[src/rtl/pipe_skid.sv]
// pipe_skid: two-entry skid buffer between RV32 pipeline stages.
// Accepts words under a valid/ready handshake, holds up to two while the
// downstream stage stalls, and re-presents them in strict FIFO order.
// out_data comes straight from a register, and in_ready is decoded from
// state only, so no combinational path runs from out_ready to in_ready.
// Optional feature: define PIPE_SKID_STALL_CNT_EN to build a saturating
// counter of downstream stall cycles on stall_cnt (tied to 0 otherwise).
module pipe_skid #(
    parameter int N = 32
) (
    input  logic         clk,
    input  logic         rst_n,
    input  logic         flush,
    input  logic         in_valid,
    input  logic [N-1:0] in_data,
    output logic         in_ready,
    output logic         out_valid,
    output logic [N-1:0] out_data,
    input  logic         out_ready,
    output logic [15:0]  stall_cnt
);

    // EMPTY: no words; ONE: main register valid; FULL: main and skid valid.
    typedef enum logic [1:0] {
        EMPTY = 2'd0,
        ONE   = 2'd1,
        FULL  = 2'd2
    } state_t;

    state_t       state;
    logic [N-1:0] skid_q;
    logic         accept;
    logic         pop;

    // Handshake flags are decoded from the state register only.
    assign in_ready  = (state != FULL);
    assign out_valid = (state != EMPTY);
    assign accept    = in_valid & in_ready;
    assign pop       = out_valid & out_ready;

    // Occupancy FSM and data movement; flush overrides every transition.
    always_ff @(posedge clk or negedge rst_n) begin
        if (!rst_n) begin
            state    <= EMPTY;
            // NOTE: the data registers are reset as well because out_data is
            // visible at the port and must read as zero after reset.
            out_data <= '0;
            skid_q   <= '0;
        end else if (flush) begin
            // Words accepted or popped this cycle are dropped; data is left as is.
            state <= EMPTY;
        end else begin
            // NOTE: non-blocking assignments so every register samples the
            // pre-edge values regardless of statement order.
            case (state)
                EMPTY: begin
                    if (accept) begin
                        out_data <= in_data;
                        state    <= ONE;
                    end
                end
                ONE: begin
                    if (accept && pop) begin
                        out_data <= in_data;
                    end else if (accept) begin
                        skid_q <= in_data;
                        state  <= FULL;
                    end else if (pop) begin
                        state <= EMPTY;
                    end
                end
                FULL: begin
                    // in_ready is low here, so only a pop can happen.
                    if (pop) begin
                        out_data <= skid_q;
                        state    <= ONE;
                    end
                end
                default: begin
                    state <= EMPTY;
                end
            endcase
        end
    end

`ifdef PIPE_SKID_STALL_CNT_EN
    // Saturating count of cycles where a valid word waits on downstream;
    // only reset clears it, a flush leaves it intact.
    always_ff @(posedge clk or negedge rst_n) begin
        if (!rst_n) begin
            stall_cnt <= '0;
        end else if (out_valid && !out_ready && (stall_cnt != 16'hFFFF)) begin
            stall_cnt <= stall_cnt + 16'd1;
        end
    end
`else
    assign stall_cnt = '0;
`endif

endmodule
[config.mk]
export PLATFORM = sky130hd
export DESIGN_NAME = pipe_skid
export DESIGN_NICKNAME = d
export VERILOG_FILES = /design/src/rtl/pipe_skid.sv
export SDC_FILE = /design/constraint.sdc
export NUM_CORES = 1
export LEC_CHECK = 0
export CORE_ASPECT_RATIO = 2
export CORE_UTILIZATION = 43
export DETAILED_ROUTE_END_ITERATION = 7
export PLACE_DENSITY = 0.76
export SLEW_MARGIN = 25
export SYNTH_ARGS = -nofsm -noshare
export SYNTH_HDL_FRONTEND = slang
export SYNTH_SLANG_ARGS = --single-unit
[constraint.sdc]
create_clock -name clk -period 1.4 [get_ports clk]
set_input_delay 0.28 -clock clk [delete_from_list [all_inputs] [get_ports clk]]
set_output_delay 0.28 -clock clk [all_outputs]
set_load 0.005 [all_outputs]
After elaboration in Yosys (flattened, before gate mapping)
Index checks and enable logic that the tools add are counted.
- register bits after elaboration: 66
- bits in latches: 0
- RAM bits: 0
- bits in read-only memories: 0
- bits of input ports: 37
- output and inout bits: 50
- logic and storage cells: 35
- memories: 0
- add/sub/neg operators: 0
- multipliers: 0
- divide/modulo/power cells: 0
- order comparisons: 0
- equal/unequal tests: 10
- shifts and indexed selects: 0
- multiplexer cells: 11
- bitwise operators: 4
- reductions and logical operators: 7
- operators with widths (operator ; count):
    32-bit two-way mux ; 3
    32-bit case mux with 3 select lines ; 1
    2-bit two-way mux ; 6
    3-bit != test, second input constant ; 3
    2-bit != test, second input constant ; 4
    4-bit AND reduction ; 2
    2-bit case mux with 3 select lines ; 1
    5-bit AND reduction ; 1
    4-bit != test, second input constant ; 1
    3-bit nonzero test ; 1
    1-bit bitwise AND ; 2
    2-bit by 1-bit == test with 1-bit output, second input constant ; 1
    2-bit == test, second input constant ; 1
    2-bit zero test ; 1
    1-bit inverter ; 2
    2-bit nonzero test ; 1
    1-bit logical AND ; 1

Depth between registers and ports, before layout
Gate-level depths: netlist (run 1).
- depth in word-level cells: 7
- gate-level depth with buffers: 7

Worst setup path before layout (run 1)
Ideal clock, no wire load.
- kind: register to register
- from: register state[1]
- to: register skid_q[10]
- library setup time: 0.125 ns
- arrival: 1.385 ns
- setup slack: -0.110 ns
- cell stages (with the launch flop): 5
- period minus slack after synthesis: 1.510 ns
- cells stage by stage: dfrtp_1 -> nor2b_2 -> nor3b_4 -> buf_6 -> mux2_2
- word-level cells in the longest chain between the ends: 5
- RTL lines (what ; RTL line ; source):
    from (decl) ; 30 ; state_t state;
    from (signal assigned) ; 44 ; state <= EMPTY;
    from (signal assigned) ; 51 ; state <= EMPTY;
    from (signal assigned) ; 59 ; state <= ONE;
    2-bit != test / 2-bit nonzero test (equally long branches) ; 36, 37 ;
    1-bit bitwise AND (on tied branches) ; 38, 39 ;
    1-bit logical AND ; 63 ; if (accept && pop) begin
    1-bit inverter (no line) ; n/a ;
    4-bit AND reduction (no line) * ; n/a ;
    to (signal assigned) ; 66 ; skid_q <= in_data;
    to (decl) ; 31 ; logic [N-1:0] skid_q;
Every way passes the cells marked *; elsewhere a longest branch is shown, timed or not.
A chain may end at the register's enable or synchronous reset.

Worst setup path in the final report (run 1)
Same ends and word-level chain as after synthesis.

==> results of run 1 <==
[state kept, by name (all words and copies together) (netlist names)]
signal	count
skid_q	32
out_data	32
state	2
[metal layers]
metal  routed length, µm  up-vias  share of wire (%)  GRT usage, %
met1                2930     1128                 37          26.2
li1                    -     1069                  -             -
met5                   0        -                  0             0
met2                4390       74                 56          39.7
met3                 282       18                3.6          5.63
met4                 298        0                3.8          13.9
[worst max-delay path, stage by stage (launching register included)]
cell and delay, ns:
dfrtp_1 0.40, buf_6 0.13, nor2b_4 0.13, nor3b_4 0.23
buf_6 0.14, buf_12 0.11, buf_12 0.12, mux2_4 0.30
[cell usage after synthesis]
library cell  instances  area [µm²]
buf_6                 8        90.1
inv_2                 1        3.75
dfrtp_1              66        1650
nor2b_1               1        6.26
nand2b_4              1        13.8
nand3b_1              1        7.51
a21oi_1               1        5.00
buf_2                 4        20.0
or2_2                 2        12.5
o22a_1                1        8.76
nor3b_4               1        18.8
conb_1                1        3.75
mux2_2               55         619
a21oi_4               1        16.3
buf_4                17         128
nor2b_2               1        8.76
nor2_1                1        3.75
o21a_1                1        7.51
nand2_1              98         368
mux2_1                9         101
nor3_1                1        5.00
[layout make-up]
class	count	area share, %
Inverter	1	0.0812
Timing Repair Buffer	106	24.0
Clock buffer	13	5.20
Clock inverter	3	0.866
Multi-Input combinational cell	191	31.7
Tap cell	90	2.44
Sequential cell	66	35.7
[path summary, 6_finish.rpt]
path,start,to,cells past startpoint
worst max-delay path,state[1],skid_q[10],7
worst min-delay path,rst_n,out_data[29],2
worst max register to register,state[1],skid_q[10],7
worst min register to register,skid_q[27],skid_q[27],1
max in group asynchronous,rst_n,skid_q[11],3
min in group clk,in_valid,state[0],4
[cell usage in the layout (no fill, tap or decap), drive strengths merged, types with 2 or more instances in the layout]
cell / count
nor2b: 2
dlygate4sd2: 33
clkinv: 2
buf: 36
or2: 2
nand2: 98
conb: 16
clkdlybuf4s50: 33
dfrtp: 66
clkbuf: 15
a21oi: 2
mux2: 64
[stage by stage]
stage / instance area (µm²) / TNS, ns / util [%] / setup slack [ns] / power, mW
CTS: 4590 / -13.26 / 66.2 / -0.229 / 6.27
finish: 4620 / -16.26 / 66.6 / -0.281 / 6.24
global placement: 4000 / -33.37 / 57.7 / -0.530 / 3.98
global route: 4620 / -18.39 / 66.6 / -0.313 / 6.55
detailed placement: 4000 / -35.70 / 57.7 / -0.586 / 4.03
floorplan: 3270 / -5.27 / - / -0.110 / 3.33
[where the power goes]
part           leakage (nW)  total, mW  switching [mW]  internal, mW
logic                  1.36       1.46           0.462         0.995
registers             0.795       2.65           0.267          2.38
clock network         0.138       2.13           0.759          1.37
[cells by family after synthesis]
logic type / after synthesis
AOI/OAI and AO/OA: 4
other: 1
and+or+nand+nor: 107
buffers and inverters: 30
DFF: 66
muxes: 64
[repair_timing]
action                                  in CTS  in global routing
endpoints found under the setup margin      98                 67
cloned                                       3                  2
hold endpoints to repair                     9                  0
pin swaps                                    1                  1
hold buffers                                 1                  0
resized for setup                           74                  8
setup buffers                               18                  1
==> impl_metrics.tcl, run 1 <==
set metrics [dict create \
    outcome "complete, but fails checks" \
    violations "negative setup slack" \
    coreArea_um2 6940 \
    clockBufferDepth 2 \
    place_hpwl_mm 4.63 \
    ys.warnings.count 0 \
    r2r_slack_ns -0.28 \
    first_global_vias 2486 \
    setup_viol 67 \
    n_antenna_cell 0 \
    wl_mm 7.90 \
    fin_skew_ns 0.00465 \
    die_area_um2 7570 \
    core.rowCount 43 \
    crit_fanout 5 \
    die_y_um 122 \
    area_growth_pct 49.1 \
    clk_latency_ns 0.33 \
    synth_cell_types 21 \
    syn_avg_cell_area_um2 11.4 \
    slew_viol_final 0 \
    synth-compound-area-share_pct 1.21 \
    grt_max_degree 33 \
    grt_antenna_before_repair 0 \
    cts_tree "done" \
    io_pins 87 \
    layout.cells.non_filler 470 \
    first_iter_violations 58 \
    hold_violations 0 \
    port_buffers 70 \
    synth_mux_area_share_pct 23.3 \
    cp.required_ns 1.61 \
    cts_buffers 9 \
    cp-end-kind "register" \
    min_period_ns 1.68 \
    fp.dieW_um 62.0 \
    worstPathArrival_ns 1.89 \
    cap_violations 0 \
    post-route-period-util_pct 120 \
    initial_utilization_pct 44.7 \
    start_kind "register" \
    p_leak_nw 2.29 \
    h-tree-depth 3 \
    vias 2289 \
    drive_gt1_share_pct 31.1 \
    synth_xor_area_share_pct 0 \
    clockRootBuffer "clkbuf_16" \
    clock.fmax_mhz 595 \
    drtAntennaViolNets 0 \
    multiInputGateArea_um2 1470 \
    grt_setup_unrepaired "true" \
    yosys.area_share.simple_pct 14.3 \
    overflow 0 \
    peakVddDrop_v 0.000859 \
    syn_area_um2 3100 \
    hold_path_class "in2async" \
    ys_ff_latch 66 \
    grt_first_pass_wirelength_mm 12.6 \
    timing.hold.ws_ns 0.392 \
    cts.sinks 66 \
    synth_top_family_by_area "multiplexers" \
    p_per_area_nw_per_um2 1350 \
    worst_slack_ns -0.281 \
    path_clk_slew_ns 0.05 \
    fillers 527 \
    regArea_um2 1650 \
    gp_congestion 0.778 \
    synth_cells 272 \
    first_pass_iters 5 \
    critPathKind "reg2reg" \
    grtUsageTotal_pct 23.8 \
    route.detailed.drc 0 \
    vias_per_cell 4.87 \
    synthAdderAreaFrac_pct 0 \
    placedCellCount 431 \
    seq_area_frac_synth_pct 53.3 \
    fin_nets 412 \
    wire_per_inst_um 16.8 \
]
Note: power is estimated with default switching activity, not from simulation.
==> inputs of run 2 (changes only) <==
- CORE_UTILIZATION: 43 -> 40
- GPL_ROUTABILITY_DRIVEN: unset -> 0
- PLACE_DENSITY: 0.76 -> 0.71
==> run 2 against run 1 <==
- the flow still finishes with violations (negative setup slack)
- first-iteration DRC count up 130%
- clock-buffer cell count increased by 2
- clock skew up 0.0041 ns
- flip-flop and latch count is the same
- maximum frequency rose by 0.63%
- die area increased by 7.3%
- sequential share of layout area shrank 0.19 points
- utilization fell by 5.0 points
==> impl_metrics.tcl, run 2 (synthesized netlist as in run 1, its figures left out) <==
set metrics [dict create \
    clockRootBuffer "clkbuf_16" \
    fin_area_um2 4650 \
    drtAntennaViolNets 0 \
    worst_slack_ns -0.270 \
    fin_skew_ns 0.00870 \
    drive_gt1_share_pct 31.4 \
    io_pins 87 \
    critPathKind "reg2reg" \
    hold_path_class "in2async" \
    area_growth_pct 49.9 \
    timing.hold.ws_ns 0.367 \
    first_global_vias 2314 \
    wire_per_inst_um 15.6 \
    fp.dieW_um 64.2 \
    setup_viol 66 \
    pre_cts_slack_ns -0.573 \
    vias_per_cell 4.77 \
    grt_first_pass_wirelength_mm 12.0 \
    final_cell_mix "97 x nand2_1, 66 x dfrtp_1, 51 x mux2_4, 34 x clkdlybuf4s50_1, 33 x dlygate4sd2_1" \
    port_buffers 70 \
    reg.largest.list "out_data (32), skid_q (32), state (2)" \
    coreArea_um2 7540 \
    slew_viol_final 0 \
    hold_violations 0 \
    grtUsageTotal_pct 20.0 \
    cts_buffers 9 \
    fin_util_pct 61.6 \
    finalPower_mw 6.52 \
    cp-end-kind "register" \
    fillers 642 \
    initial_utilization_pct 41.1 \
    multiInputGateArea_um2 1470 \
    grt_max_degree 35 \
    grt_setup_unrepaired "true" \
    placedCellCount 436 \
    post-route-period-util_pct 119 \
    fin_nets 414 \
    p_leak_nw 2.31 \
    layout.cells.non_filler 476 \
    h-tree-depth 3 \
    cts_tree "done" \
    place_area_um2 3990 \
    clock.fmax_mhz 599 \
    clk_latency_ns 0.33 \
    regArea_um2 1650 \
    seqPwrFrac_pct 40.7 \
    crit_fanout 6 \
    min_period_ns 1.67 \
    layout_commonest_cell "nand2_1" \
    p_comb_share_pct 23.0 \
    start_kind "register" \
    grt_antenna_before_repair 0 \
    violations "negative setup slack" \
    clockBufferDepth 2 \
    place_hpwl_mm 4.64 \
    p_int_mw 4.99 \
    cap_violations 0 \
    first_iter_violations 136 \
    wl_mm 7.43 \
    die_area_um2 8130 \
    first_pass_iters 6 \
    outcome "complete, but fails checks" \
    n_antenna_cell 0 \
    p_clk_share_pct 36.3 \
    worstPathArrival_ns 1.88 \
    path_clk_slew_ns 0.06 \
    tns_ns -15.21 \
    cts.sinks 66 \
    die_y_um 126 \
    peakVddDrop_v 0.000836 \
    p_per_area_nw_per_um2 1400 \
    vias 2272 \
    core.rowCount 45 \
    route.detailed.drc 0 \
    p_switching_mw 1.53 \
    swShare_pct 23.4 \
    overflow 0 \
    cp.required_ns 1.61 \
]
-- run 2: cell count changes in the layout (fill, tap and decap cells not counted), moves of 2 or more --
cell / previous run / this run
clkbuf_8: 0 / 4
clkbuf_1: 4 / 2
mux2_4: 49 / 51
mux2_2: 9 / 7
clkinv_2: 2 / 0
buf_12: 8 / 4
buf_4: 17 / 22
-- run 2: cell type report --
cell class	instances	share of cell area, %
clock buffer	15	6.19
clock inverter	1	0.646
inverter	1	0.0808
multi-input combinational	191	31.6
sequential	66	35.5
tap	94	2.53
timing repair buffer	108	23.4
-- run 2: worst paths after layout --
kind                       startpoint            to  slack (ns)  depth (start not counted)
max                          state[0]  out_data[14]       -0.27                          6
min                             rst_n  out_data[15]        0.37                          2
max reg2reg                  state[0]  out_data[14]       -0.27                          6
min reg2reg                skid_q[23]    skid_q[23]        0.49                          1
max in group asynchronous       rst_n     skid_q[3]        0.42                          3
min in group clk            out_ready      state[1]        0.42                          3
-- run 2: critical path: stages, from the launching register on --
cell       delay [ns]
dfrtp_1          0.40
buf_6            0.14
nand3b_1         0.20
a21oi_4          0.23
buf_6            0.14
clkbuf_16        0.15
mux2_4           0.29
-- run 2: timing repair --
item	4_1_cts	5_1_grt
gates resized for setup	69	12
buffers inserted	20	0
hold endpoints to repair	10	0
pin swaps	1	1
cloned	3	1
hold buffers	1	0
endpoints found under the setup margin	99	67
-- run 2: power groups by stage --
stage	registers, mW	logic [mW]	clock network [mW]
6_report	2.65	1.50	2.36
5_1_grt	2.71	1.62	2.51
4_1_cts	2.64	1.48	2.40
3_5_place_dp	2.68	1.36	0
3_3_place_gp	2.66	1.32	0
2_1_floorplan	2.62	0.710	0
-- run 2: layer usage --
| metal | wire (µm) | track usage, % |
|---|---|---|
| met5 | 0 | 0 |
| met4 | 172 | 9.28 |
| met3 | 247 | 4.32 |
| met2 | 4030 | 33.0 |
| met1 | 2980 | 24.6 |
